$ cat config.mk
export PLATFORM = sky130hd
export DESIGN_NAME = regfile_wb_arbiter
export DESIGN_NICKNAME = d
export VERILOG_FILES = /design/src/rtl/regfile_wb_arbiter.sv
export SDC_FILE = /design/constraint.sdc
export NUM_CORES = 1
export LEC_CHECK = 0
export CAP_MARGIN = 30
export CORE_UTILIZATION = 45
export DETAILED_ROUTE_END_ITERATION = 10
export DONT_BUFFER_PORTS = 1
export SLEW_MARGIN = 40
export SYNTH_ARGS = -nofsm -noshare
export SYNTH_HDL_FRONTEND = slang
export SYNTH_SLANG_ARGS = --single-unit
$ cat constraint.sdc
create_clock -name clk -period 6.9 [get_ports clk]
set_input_delay 1.38 -clock clk [delete_from_list [all_inputs] [get_ports clk]]
set_output_delay 1.38 -clock clk [all_outputs]
set_load 0.05 [all_outputs]
$ cat src/rtl/regfile_wb_arbiter.sv
// Round-robin arbiter sharing the register-file write port among NREQ writeback
// requesters; the winner is registered for one full cycle and committed writes are counted.
module regfile_wb_arbiter #(
    parameter int NREQ = 3,
    parameter int CNTW = 32
) (
    input  logic                 clk,
    input  logic                 rst_n,
    input  logic                 hold,
    input  logic [NREQ-1:0]      req_valid,
    input  logic [5*NREQ-1:0]    req_addr,
    input  logic [32*NREQ-1:0]   req_data,
    output logic [NREQ-1:0]      req_ready,
    output logic                 wb_we,
    output logic [4:0]           wb_addr,
    output logic [31:0]          wb_data,
    output logic [CNTW-1:0]      wb_count
);

    localparam int PW = (NREQ > 1) ? $clog2(NREQ) : 1;

    logic [PW-1:0]   rr_ptr;
    logic [PW-1:0]   next_ptr;
    logic [NREQ-1:0] grant;
    logic            granted;
    logic [4:0]      sel_addr;
    logic [31:0]     sel_data;
    int              idx;

    // Search from rr_ptr upward with wrap; the first valid requester wins.
    always_comb begin
        // NOTE: every output of this block gets a default first so no latch is inferred.
        grant    = '0;
        granted  = 1'b0;
        sel_addr = '0;
        sel_data = '0;
        next_ptr = rr_ptr;
        idx      = 0;
        if (rst_n && !hold) begin
            for (int k = 0; k < NREQ; k++) begin
                idx = int'(rr_ptr) + k;
                if (idx >= NREQ) idx = idx - NREQ;
                if (!granted && req_valid[idx]) begin
                    granted    = 1'b1;
                    grant[idx] = 1'b1;
                    sel_addr   = req_addr[5*idx +: 5];
                    sel_data   = req_data[32*idx +: 32];
                    next_ptr   = (idx == NREQ - 1) ? '0 : PW'(idx + 1);
                end
            end
        end
    end

    assign req_ready = grant;

    // A grant to x0 is consumed and advances the pointer but never raises wb_we.
    always_ff @(posedge clk or negedge rst_n) begin
        // NOTE: state is updated with non-blocking assignments so every register samples pre-edge values.
        if (!rst_n) begin
            wb_we    <= 1'b0;
            wb_addr  <= '0;
            wb_data  <= '0;
            wb_count <= '0;
            rr_ptr   <= '0;
        end else if (granted) begin
            wb_addr <= sel_addr;
            wb_data <= sel_data;
            wb_we   <= (sel_addr != 5'd0);
            rr_ptr  <= next_ptr;
            if (sel_addr != 5'd0) wb_count <= wb_count + CNTW'(1);
        end else begin
            wb_we <= 1'b0;
        end
    end

endmodule

After elaboration in Yosys (flattened, before gate mapping)

Index checks and enable logic that the tools add are counted.

Register bits: 72
Output and inout bits: 73
Word-level logic and storage cells: 98

Add/subtract/negate cells: 9
Multipliers: 3
Magnitude comparators: 9
Equality and inequality tests: 3
Shift-type cells: 6
Multiplexer cells: 48
Bitwise gates (word level): 2
Reductions and logical operators: 13

Operator list:

| cell                    | count |
|---|---|
| $mux W32                | 10 |
| $shiftx A96 B32 Y32     | 3 |
| $eq A32 B3 Y1 const B   | 3 |
| $ge A32 B1 Y1 const B   | 3 |
| $lt A32 B4 Y1 const B   | 3 |
| $mul A4 B32 Y32 const A | 3 |
| $shiftx A15 B32 Y5      | 3 |
| $add A32 B1 Y32 const B | 1 |
| $mux W5                 | 4 |
| $mux W3                 | 6 |
| $mux W1                 | 16 |
| $mux W2                 | 6 |
| $sub A3 B2 Y4 const B   | 2 |
| $add A2 B2 Y2 const B   | 3 |
| $bmux W1 S2             | 3 |
| $demux W1 S2            | 3 |
| $ge A3 B2 Y1 const B    | 2 |
| $logic_and A1 B1 Y1     | 6 |
| $or A3 B3 Y3            | 2 |
| $reduce_bool A5 Y1      | 1 |
| $add A2 B1 Y3 const B   | 1 |
| $add A2 B2 Y3 const B   | 1 |
| $logic_not A1 Y1        | 3 |
| $reduce_and A3 Y1       | 1 |
| other kinds (4)         | 4 |

Logic depth before layout (Yosys ltp)

Gate-level depths: netlist (run 1).

Depth in word-level cells: 18
Gate-level depth with buffers: 18
Gate-level depth less buffers: 13

Worst setup path after synthesis (run 1)

OpenSTA, ideal clock, no wires.

Path kind: input to output
Start: input port req_valid[2]
End: output port req_ready[1]
Arrival: 3.323 ns
Data required time: 5.520 ns
Slack: 2.197 ns
Stages: 7
Path through: buf_2 or4b_4 a21oi_2 or2_4 buf_6 nand2_1 a31oi_1

Word-level cells in the longest chain between the ends: 13
Elaborated cells on any way between the ends: 25
Classes of those cells: 19 x mux; 2 x bitwise; 4 x reduce/logical

Ends and longest elaborated chain:

| element                                     | line | RTL |
|---|---|---|
| start: declaration                          | 10   | `input logic [NREQ-1:0] req_valid,` |
| $bmux W1 S2                                 | 43   | `if (!granted && req_valid[idx]) begin` |
| $mux W1 (implied by the code) (2 in series) | 43   |  |
| $mux W1                                     | 43   |  |
| $mux W1                                     | 39   | `if (rst_n && !hold) begin` |
| $logic_not A1 Y1                            | 43   |  |
| $logic_and A1 B1 Y1                         | 43   |  |
| $mux W1                                     | 43   |  |
| $mux W1                                     | 39   |  |
| $logic_not A1 Y1                            | 43   |  |
| $logic_and A1 B1 Y1                         | 43   |  |
| $mux W3 (*)                                 | 43   |  |
| $mux W3 (*)                                 | 39   |  |
| end: declaration                            | 13   | `output logic [NREQ-1:0] req_ready,` |

Every way passes the cells marked *; elsewhere a longest branch is shown, timed or not. The select of a mux whose other input is x is not followed.

Worst setup path in the final report (run 1)

Start: register rr_ptr[0]
End: output port req_ready[0]

Word-level cells in the longest chain between the ends: 16
Elaborated cells on any way between the ends: 54
Classes of those cells: 5 x add/sub; 9 x order compare; 31 x mux; 2 x bitwise; 7 x reduce/logical

Ends and longest elaborated chain:

| element                                                                | line | RTL |
|---|---|---|
| start: declaration                                                     | 22   | `logic [PW-1:0] rr_ptr;` |
| start signal: assignment                                               | 69   | `rr_ptr <= next_ptr;` |
| parallel branches: the longest is 14 deep, another holds $ge A32 B1 Y1 | n/a  |  |
| $mux W3 (*)                                                            | 43   |  |
| $mux W3 (*)                                                            | 39   |  |

Mark *: on every way between the ends. The select of a mux whose other input is x is not followed.

==> results of run 1 <==
worst register-to-register path, cell delays in order (launching register included):
cell and delay [ns]:
dfrtp_1 0.44, inv_1 0.19, ha_4 0.54, nor3b_1 0.33, ha_1 0.18, inv_1 0.05, fa_1 0.43, xor2_1 0.15
nand2_1 0.16, a211oi_1 0.07, o311a_2 0.40, or4b_4 0.78, nor2_2 0.25, mux2_1 0.34
metal layers:
| metal | GRT usage, % | vias to the layer above |
|---|---|---|
| li1 | - | 2822 |
| met1 | 30.89 | 3048 |
| met2 | 46.26 | 282 |
| met3 | 9.972 | 47 |
| met4 | 11.81 | 0 |
| met5 | 0 | - |
logic make-up (layout without fill, tap and decap cells):
kind of cell	Yosys count	count (layout)
muxes	102	102
DFF	72	72
AOI/OAI and AO/OA	219	219
and+or+nand+nor	288	288
buffers and inverters	77	40
xor gates and xnor gates	32	32
adders and majority gates	11	11
state kept, by name, summed over array words and instances (netlist names):
name / flops
rr_ptr: 2
wb_addr: 5
wb_count: 32
wb_data: 32
wb_we: 1
cell type report:
class,count,area (um^2),share of cell area (%)
Timing Repair Buffer,12,166.4,2.401
Sequential cell,72,1802,25.99
Inverter,12,45.04,0.6498
Tap cell,180,225.2,3.249
Multi-Input combinational cell,652,4407,63.57
Clock inverter,7,61.31,0.8845
Clock buffer,9,225.2,3.249
path summary, 6_finish.rpt:
path                            from           end  slack [ns]  cells after the start
max                        rr_ptr[0]  req_ready[0]        2.34                      7
min                            rst_n   wb_data[20]        0.72                      0
max reg2reg                rr_ptr[0]   wb_count[1]        2.46                     13
min reg2reg                rr_ptr[0]     rr_ptr[0]        0.80                      2
max in group asynchronous      rst_n   wb_data[27]        6.07                      0
min in group clk           rr_ptr[0]     rr_ptr[0]        0.80                      2
per-stage QoR:
step,instance area [um^2],util (%),instances
2_1_floorplan,6480,-,801
3_3_place_gp,6515,46.57,924
3_5_place_dp,6626,47.37,928
4_1_cts,6913,49.42,944
5_1_grt,6932,49.55,944
6_report,6932,49.55,944
cell usage in the layout (no fill, tap or decap), types with 8 or more instances in the layout:
cell and n:
nor2_1 195, a22oi_1 10, xnor2_1 31, nand2_1 30, and4_1 8, dfrtp_1 72, o221ai_1 30, o21ai_1 8
a21oi_1 104, inv_1 10, mux2i_1 93, o2111ai_2 16, clkbuf_16 9
power groups by stage:
stage	logic (mW)	registers [mW]	clock network, mW
floorplan	1.51	1.09	0
global placement	1.79	1.13	0
detailed placement	1.97	1.14	0
CTS	1.97	1.13	0.481
global route	2.18	1.14	0.497
finish	1.99	1.13	0.469
==> flow_summary.json, run 1 <==
{
  "critPathCaptureType": "output pin",
  "dr.pass1.iters": 7,
  "die_y_um": 122,
  "area_growth_pct": 6.970,
  "drv_cap": 0,
  "synth_edf_count": 0,
  "pre_cts_slack_ns": 2.322,
  "leakage_nw": 2.656,
  "synth_warnings": 0,
  "synth_top_family_by_area": "compound AO/OA/AOI/OAI gates",
  "fin_crit_ns": 4.557,
  "status": "completed",
  "path_clk_slew_ns": 0.07,
  "slowest_delay_ns": 0.61,
  "drc": 0,
  "crit_buf_inv": 1,
  "maxSlewViolCount": 0,
  "cp_top_family": "simple AND/OR/NAND/NOR gates",
  "floorplan.rows": 43,
  "synth-xor-area-share_pct": 4.325,
  "finalWorstSetupSlack_ns": 2.343,
  "grt_pass1_vias": 6390,
  "crit_required_ns": 5.52,
  "syn_nets": 928,
  "worst_clock_skew_ns": 0.007639,
  "hp-class": "in2async",
  "rsz0062_at_grt": "false",
  "synth_cell_types": 66,
  "dp_hpwl_um": 13290,
  "worstMarginPinSlew_ns": 0.7691,
  "whs_ns": 0.7215,
  "grt_pass1_wl_um": 31930,
  "dieArea_um2": 14880,
  "initial_core_util_pct": 46.32,
  "drive_gt1_share_pct": 10.73,
  "hold_viol_final": 0,
  "worstPathMaxFanout": 26,
  "slew_headroom_pct": 48.65,
  "synthSimpleGateAreaFrac_pct": 19.79,
  "wl_met3_um": 2034,
  "netlist_top_cells_count": "nor2_1, a21oi_1, mux2i_1",
  "antenna_found_initial": 0,
  "yosysTopAreaCell": "dfrtp_1",
  "finalSetupTns_ns": 0,
  "grt_max_degree": 75,
  "clock_latency_ns": 0.35,
  "fp.coreArea_um2": 13990,
  "avgSynthCellArea_um2": 8.090,
  "num-fill-cells": 1384,
  "synth_compound_area_share_pct": 24.60,
  "cp_slowest_cell": "or4b_4",
  "wl_per_cell_um": 21.62,
  "grt-ovfl-total": 0,
  "ctsHoldBuffers": 0,
  "synth_area_leaders": "dfrtp_1, mux2i_1, nor2_1",
  "postRouteAntennaNets": 0,
  "seq_power_share_pct": 31.5,
  "synthAdderAreaFrac_pct": 2.221,
  "max_freq_mhz": 219.4,
  "power_switching_mw": 2.025,
  "cts_max_path_buffers": 2,
  "cts_resized": 0,
  "layout.nets": 886,
  "synth.area.mux_share_pct": 15.93,
  "power_mw": 3.586,
  "yosysSeqAreaShare_pct": 27.80,
  "num_antenna_cells": 0,
  "cp_data_arrival_time_ns": 3.18,
  "p_comb_share_pct": 55.5,
  "power_density_nw_per_um2": 517.4,
  "fin_crit_sh_pct": 66.05,
  "met1Wirelength_um": 8154,
  "worstPathCellList": "inv_1 -> ha_2 -> or4b_4 -> a21oi_2 -> or2_4 -> a221oi_1 -> nor2_2",
  "pin_count": 190,
  "vias": 6199,
  "syn_area_um2": 6480,
  "synth.top_cell.area_share_pct": 27.80,
  "synth.most_common_cell": "nor2_1",
  "dr.first_iter.drc_count": 359,
  "synth-main-ff-cell": "dfrtp_1",
  "io_buffers": 0,
  "cts_sinks": 72,
  "async_flop_share_pct": 100.0,
  "place.gp.congestion": 0.8552,
  "irDropWorstVdd_uv": 342.3,
  "route.met2.wl_um": 9745,
  "postCtsSetupRepairBufs": 0,
  "ys_ff_latch": 72,
  "critPathKind": "reg2out",
  "intPower_mw": 1.561,
  "pwr-share-clk_pct": 13.1,
  "cts_buffers": 9,
  "switching_share_pct": 56.46,
  "cts_root_buf": "clkbuf_16",
  "viasPerCell": 6.567,
  "synthCells": 801,
  "cts_tree": "done",
  "h-tree-depth": 3,
  "start_kind": "register",
  "routed.top_layer": "met4",
  "die_w_um": 122,
  "setup-violations-final": 0,
  "drt-total-wl_um": 20410,
  "grt_use_total_pct": 27.41
}
(Power assumes the default switching activity.)
==> inputs of run 2 (changes only) <==
==> constraint.sdc (replaced) <==
create_clock -name clk -period 4.1 [get_ports clk]
set_input_delay 0.82 -clock clk [delete_from_list [all_inputs] [get_ports clk]]
set_output_delay 0.82 -clock clk [all_outputs]
set_load 0.05 [all_outputs]
==> run 2 against run 1 <==
- cell count up 1.2%
- combinational power up 63%
- worst hold slack worse by 0.55 ns
- routed wire length up 1.7%
- total power up 68%
- clock power up 84%
- first-iteration DRC count up 22%
- flip-flop and latch count unchanged
- utilization up 0.18 points
- clock skew about the same
- largest cell class unchanged
- non-clock buffer count up 11
==> flow_summary.json, run 2 (same netlist as run 1, synthesis figures left out) <==
{
  "dr.first_iter.drc_count": 438,
  "slew_headroom_pct": 46.44,
  "max_freq_mhz": 254.6,
  "slowest_delay_ns": 0.56,
  "critPathKind": "reg2out",
  "viasPerCell": 6.474,
  "num_antenna_cells": 0,
  "wl_per_cell_um": 21.73,
  "worstPathCellList": "inv_1 -> ha_1 -> buf_4 -> or4b_4 -> a21oi_2 -> or2_4 -> nand2_1 -> a31oi_1 -> buf_4",
  "place.gp.congestion": 0.8651,
  "layout.nets": 897,
  "critPathCaptureType": "output pin",
  "maxSlewViolCount": 0,
  "r2r_start": "rr_ptr[0]",
  "worstPathMaxFanout": 25,
  "drt-total-wl_um": 20760,
  "area_growth_pct": 7.357,
  "cp_slowest_cell": "or4b_4",
  "layout_commonest_cell": "nor2_1",
  "grt-ovfl-total": 0,
  "finalNonFillerCells": 955,
  "num-fill-cells": 1368,
  "worst_path_most_repeated_cell": "buf_4",
  "power_density_nw_per_um2": 867.0,
  "leakage_nw": 2.714,
  "cts_root_buf": "clkbuf_16",
  "hold_viol_final": 0,
  "dieArea_um2": 14880,
  "status": "completed",
  "dr.pass1.iters": 5,
  "power_mw": 6.032,
  "hp-class": "in2async",
  "finalSetupTns_ns": 0,
  "crit-reg2reg-capture": "wb_count[27]",
  "dp_cells": 936,
  "startpoint": "rr_ptr[0]",
  "r2r_cells": 14,
  "drv_cap": 0,
  "worstMarginPinSlew_ns": 0.8035,
  "cp-endpoint": "req_ready[1]",
  "cp_data_arrival_time_ns": 3.11,
  "cts_max_path_buffers": 2,
  "pin_count": 190,
  "grt_pass1_wl_um": 32770,
  "postRouteAntennaNets": 0,
  "vias": 6183,
  "fin_crit_ns": 3.927,
  "path_clk_slew_ns": 0.06,
  "drc": 0,
  "crit_required_ns": 3.28,
  "clock_latency_ns": 0.33,
  "mostFrequentLayoutCells": "nor2_1, a21oi_1, mux2i_1",
  "grt_use_total_pct": 28.15,
  "irDropWorstVdd_uv": 465.9,
  "die_w_um": 122,
  "die_y_um": 122,
  "drive_gt1_share_pct": 11.48,
  "initial_core_util_pct": 46.32,
  "r2r_slack_ns": 0.23,
  "cts_tree": "done",
  "setup-violations-final": 0,
  "fp.coreArea_um2": 13990,
  "fin_crit_sh_pct": 95.79,
  "start_kind": "register",
  "antenna_found_initial": 0,
  "h-tree-depth": 3,
  "dp_hpwl_um": 13700,
  "grt_pass1_vias": 6216,
  "worst_clock_skew_ns": 0.007777,
  "rsz0062_at_grt": "false",
  "largest_registers": "wb_count: 32 flops, wb_data: 32 flops, wb_addr: 5 flops",
  "cts_sinks": 72,
  "floorplan.rows": 43,
  "io_buffers": 0,
  "grt_max_degree": 75,
  "cts_buffers": 9,
  "utilization_pct": 49.73
}
[run 2: stage by stage]
step                area [um^2]  hold slack, ns  setup WS (ns)
detailed placement         6600          0.5292         0.1301
global route               6957          0.1642        0.02348
finish                     6957          0.1759         0.1728
global placement           6600          0.5289         0.2927
floorplan                  6499          0.5244        0.02554
CTS                        6923          0.1671         0.1096
[run 2: timing repair]
action	CTS	global route
setup buffers	0	2
gates resized for setup	0	1
hold buffers	0	0
endpoints found under the setup margin	0	28
[run 2: critical path: cells and delay by family (launching register included)]
family / cells / cell delay, ns
simple gates: 3 / 0.88
buf+inv: 3 / 0.64
flops: 1 / 0.44
fa+ha+maj: 1 / 0.35
compound gates: 2 / 0.46
[run 2: layout make-up]
class | count | area (um^2) | share of cell area [%]
timing repair buffer | 23 | 183.9 | 2.644
clock inverter | 6 | 93.84 | 1.349
inverter | 12 | 45.04 | 0.6475
multi-input combinational | 652 | 4378 | 62.93
sequential | 72 | 1802 | 25.90
clock buffer | 10 | 229.0 | 3.291
tap | 180 | 225.2 | 3.237
[run 2: power breakdown]
group / leakage (nW) / internal (mW) / switching (mW)
clock network: 0.153 / 0.537 / 0.327
logic: 1.65 / 1.19 / 2.06
registers: 0.907 / 0.921 / 0.999
[run 2: per-layer routing]
metal	vias to the layer above	share of wire, %	routed length [um]	track usage, %
met2	262	49	10100	47.35
met1	3050	41	8461	34.59
li1	2830	-	-	-
met5	-	0	0	0
met3	41	7.9	1631	7.303
met4	0	2.7	561	9.799
[run 2: worst min path at each step]
| stage | end | slack (ns) |
|---|---|---|
| global route | wb_data[16] | 0.16 |
| floorplan | rr_ptr[0] | 0.52 |
| detailed placement | wb_data[21] | 0.53 |
| CTS | wb_data[21] | 0.17 |
| finish | wb_data[21] | 0.18 |
| global placement | wb_data[20] | 0.53 |
==> variant 1 (settings of run 2) <==
The parameter `NREQ` goes from 3 to 2.
--- a/src/rtl/regfile_wb_arbiter.sv
+++ b/src/rtl/regfile_wb_arbiter.sv
@@ -2,5 +2,5 @@
 // requesters; the winner is registered for one full cycle and committed writes are counted.
 module regfile_wb_arbiter #(
-    parameter int NREQ = 3,
+    parameter int NREQ = 2,
     parameter int CNTW = 32
 ) (
Ports: changed (resized req_addr, req_data, req_ready and req_valid); port bits go from 190 to 151. No check against the original RTL was run, so the function may have changed too.
==> variant 1 against run 2 <==
Worst setup slack improved by 1.3 ns; power down 68%; sequential cell count decreased by 1; area after synthesis is 49% lower; register-to-register slack better by 1.3 ns; wire length is 65% lower; clock skew grew 0.0057 ns; critical endpoint unchanged; critical path depth down 7; final area is 50% lower; worst hold slack lost 0.013 ns; fmax up 47%.
==> variant 1: results (changes against run 2) <==
drt total wl - 7247 um (-65%)
synth unique cells - 35 (-47%)
Final Wtd Congestion - 0.7031 (-19%)
Worst-path clk slew - 0.08 ns (+0.02 ns)
top cells by instance count after synthesis - dfrtp_1, nor2_1, a21oi_1
non-filler instance count after layout - 402 (-58%)
initial core utilization - 47.44% (+1.1 points)
f_max - 0.3753 GHz (+47%)
crit path max fanout - 72 (+190%)
CP Data Arrival Time - 1.84 ns (-1.27 ns)
Starting DRT DRC Count - 103 (-76%)
largest net degree at the start of global routing - 73 (-2.7%)
top cells by area, synth - dfrtp_1, a22oi_1, xnor2_1, a21oi_1, nor2_1
dpl cell area - 3328 um2 (-50%)
fin nets - 382 (-57%)
GRT Util Overall - 18.55% (-9.6 points)
sequential area share after synthesis - 53.93% (+26 points)
Lkg Pwr - 1.470 nW (-46%)
dpl ws - 1.171 ns (+1.041 ns)
syn_area_per_cell - 10.66 um2 (+32%)
drt via density - 5.637 (-13%)
cell depth of the worst flop-to-flop path - 6 (-8)
Slew HR - 52.48% (+6.0 points)
Peak VDD IR - 0.2315 mV (-50%)
global-route wire length before repair - 10600 um (-68%)
slowest cell on the critical path - and3_1
outcome - complete, no violations
CTS Root Cell - clkbuf_8
variant 1: changes by cell type in the layout (fill, tap and decap cells not counted), sizes merged, moves of 10 or more:
cell | run 2 | this run
nand4 | 3 | 13
a21oi | 105 | 35
nand2 | 30 | 13
buf | 23 | 2
o221ai | 30 | 0
o21ai | 13 | 0
o2111ai | 17 | 0
mux2i | 93 | 0
a22oi | 11 | 34
nor2 | 201 | 37
variant 1: final timing paths:
path / startpoint / to
worst max-delay path: rst_n / req_ready[1]
worst min register to register: rr_ptr / rr_ptr
max in group asynchronous: rst_n / wb_addr[2]
min in group clk: rr_ptr / rr_ptr
worst max register to register: wb_count[0] / wb_count[28]
worst min-delay path: rst_n / wb_data[0]
variant 1: layer usage:
layer	part of all wire [%]	GRT usage (%)	up-vias
met4	1.2	7.154	0
li1	-	-	1096
met3	9.3	7.823	9
met2	48	30.54	100
met5	0	0	-
met1	41	21.62	1061
variant 1: kinds of logic (layout without fill, tap and decap cells):
kind of cell,after synthesis,after routing,synth area share (%)
adders and majority gates,1,1,0.3797
muxes,2,2,0.6836
AOI/OAI and AO/OA,78,78,16.26
DFF,71,71,53.93
xor gates and xnor gates,31,31,8.242
and+or+nand+nor,102,102,16.67
buffers and inverters,24,21,3.836
variant 1: cell type report:
| cell class | instances | area (um2) |
|---|---|---|
| inverter | 4 | 15.01 |
| multi-input combinational | 214 | 1401 |
| tap | 96 | 120.1 |
| clock inverter | 3 | 18.77 |
| fill | 627 | 3442 |
| sequential | 71 | 1777 |
| clock buffer | 12 | 155.1 |
| timing repair buffer | 2 | 15.01 |
variant 1: power by group:
part	internal, mW	leakage [nW]	switching [mW]	total [mW]
sequential	0.792	0.879	0.451	1.24
clock	0.249	0.0922	0.249	0.498
combinational	0.0933	0.499	0.116	0.209
total	1.13	1.47	0.815	1.95
==> variant 2 (config.mk and constraints of run 2) <==
Made on the original files. Reset style: synchronous (`rst_n`), changed in one clocked block.
--- a/src/rtl/regfile_wb_arbiter.sv
+++ b/src/rtl/regfile_wb_arbiter.sv
@@ -55,5 +55,5 @@
 
     // A grant to x0 is consumed and advances the pointer but never raises wb_we.
-    always_ff @(posedge clk or negedge rst_n) begin
+    always_ff @(posedge clk) begin
         // NOTE: state is updated with non-blocking assignments so every register samples pre-edge values.
         if (!rst_n) begin
Function: not settled (the Yosys comparison gave no result); the edit may change what the design does.
==> variant 2 against run 2 <==
Worst hold slack better by 0.40 ns; power is 23% lower; area after synthesis is 0.19% lower; final cell count is 14% higher; sequential power is 40% lower; worst setup slack better by 0.13 ns; die area is 0.19% lower; final area is 0.74% lower; sequential cell count stayed put; wire length is 6.0% lower; combinational power is 19% lower; core utilization is 0.18 points lower.
==> variant 2: results (changes against run 2) <==
global-route wire length before repair - 31310 um (-4.4%)
top cells by instance count after synthesis - nand2_1, nor2_1, a21oi_1
largest net degree at the start of global routing - 59 (-21%)
FFs w/ async S/R, synth - 0% (-100 points)
initial core utilization - 46.41% (+0.089 points)
ys flop type - dfxtp_1
Top delay family on crit path - compound AO/OA/AOI/OAI gates
drt total wl - 19510 um (-6.0%)
Synth Warn # - 0 (unchanged)
Critical path origin - rr_ptr[0]
Final Wtd Congestion - 0.8675 (+0.28%)
wire length per cell - 17.90 um (-18%)
slowest cell on the critical path - a2111oi_1
detailed placement HPWL - 12930 um (-5.6%)
sequential area share after synthesis - 22.29% (-5.5 points)
total setup buffers inserted after CTS - 0 (unchanged)
Peak VDD IR - 0.2654 mV (-43%)
syn_area_per_cell - 6.786 um2 (-16%)
synth unique cells - 54 (-18%)
ANT cells - 0 (unchanged)
number of buffers added on ports - 0 (unchanged)
Filler cells - 1436 (+5.0%)
crit path max fanout - 33 (+32%)
Max stage delay on crit path - 0.53 ns (-0.03 ns)
top cells by area, synth - dfxtp_1, mux2i_1, a21oi_1, nand2_1, nor2_1
Worst-path clk slew - 0.06 ns (about the same)
Lkg Pwr - 2.425 nW (-11%)
Starting DRT DRC Count - 340 (-22%)
CP Data Arrival Time - 4.07 ns (+0.96 ns)
HP Class - reg2reg
placed cells - 1073 (+15%)
Slew Limit Fails - 0 (unchanged)
vias in the first global route - 6094 (-2.0%)
fin nets - 1032 (+15%)
drt via density - 6.040 (-6.7%)
GRT Util Overall - 26.50% (-1.6 points)
Layout Utilization - 49.56% (-0.18 points)
Clock Skew - 0.009552 ns (+0.001775 ns)
dpl ws - 0.2780 ns (+0.1479 ns)
outcome - complete, no violations
Slew HR - 49.01% (+2.6 points)
dpl cell area - 6573 um2 (-0.42%)
ratio of cells with drive above 1 in the final layout - 6.264% (-5.2 points)
variant 2: cell count changes in the layout (fill, tap and decap cells not counted), moves of 33 or more:
cell | before | now
dfxtp_1 | 0 | 72
nand2b_1 | 6 | 59
nor2_1 | 197 | 136
dfrtp_1 | 72 | 0
a211oi_1 | 4 | 37
nand2_1 | 30 | 154
variant 2: final timing paths:
| kind | to | slack, ns | cells past startpoint |
|---|---|---|---|
| setup reg to reg | wb_count[20] | 0.31 | 14 |
| hold reg to reg | rr_ptr[0] | 0.58 | 1 |
| hold / removal | rr_ptr[0] | 0.58 | 1 |
| setup / recovery | wb_count[20] | 0.31 | 14 |
variant 2: area by class of cell:
type                            count  share of cell area [%]
Tap cell                          180                   3.261
Multi-Input combinational cell    790                   67.98
Clock buffer                       10                   3.316
Clock inverter                      6                   1.341
Inverter                            9                  0.4892
Timing Repair Buffer               23                   2.736
Sequential cell                    72                   20.87
variant 2: logic make-up (layout without fill, tap and decap cells):
logic type / Yosys count / in the layout / synth area share [%]
AOI/OAI and AO/OA: 277 / 277 / 27.68
buffers and inverters: 91 / 48 / 5.939
xor gates and xnor gates: 1 / 1 / 0.1354
and+or+nand+nor: 426 / 426 / 30.14
muxes: 76 / 76 / 11.76
adders and majority gates: 10 / 10 / 2.051
DFF: 72 / 72 / 22.29
variant 2: per-layer routing:
metal	GRT usage [%]	share of wire, %	up-vias
met5	0	0	-
met4	9.028	1.7	0
met3	8.333	8.8	19
met2	42.41	46	237
met1	33.39	43	3022
li1	-	-	3306
variant 2: where the power goes:
part           internal (mW)  switching, mW
Sequential             0.790          0.359
Combinational          0.950           1.67
Clock                  0.536          0.325
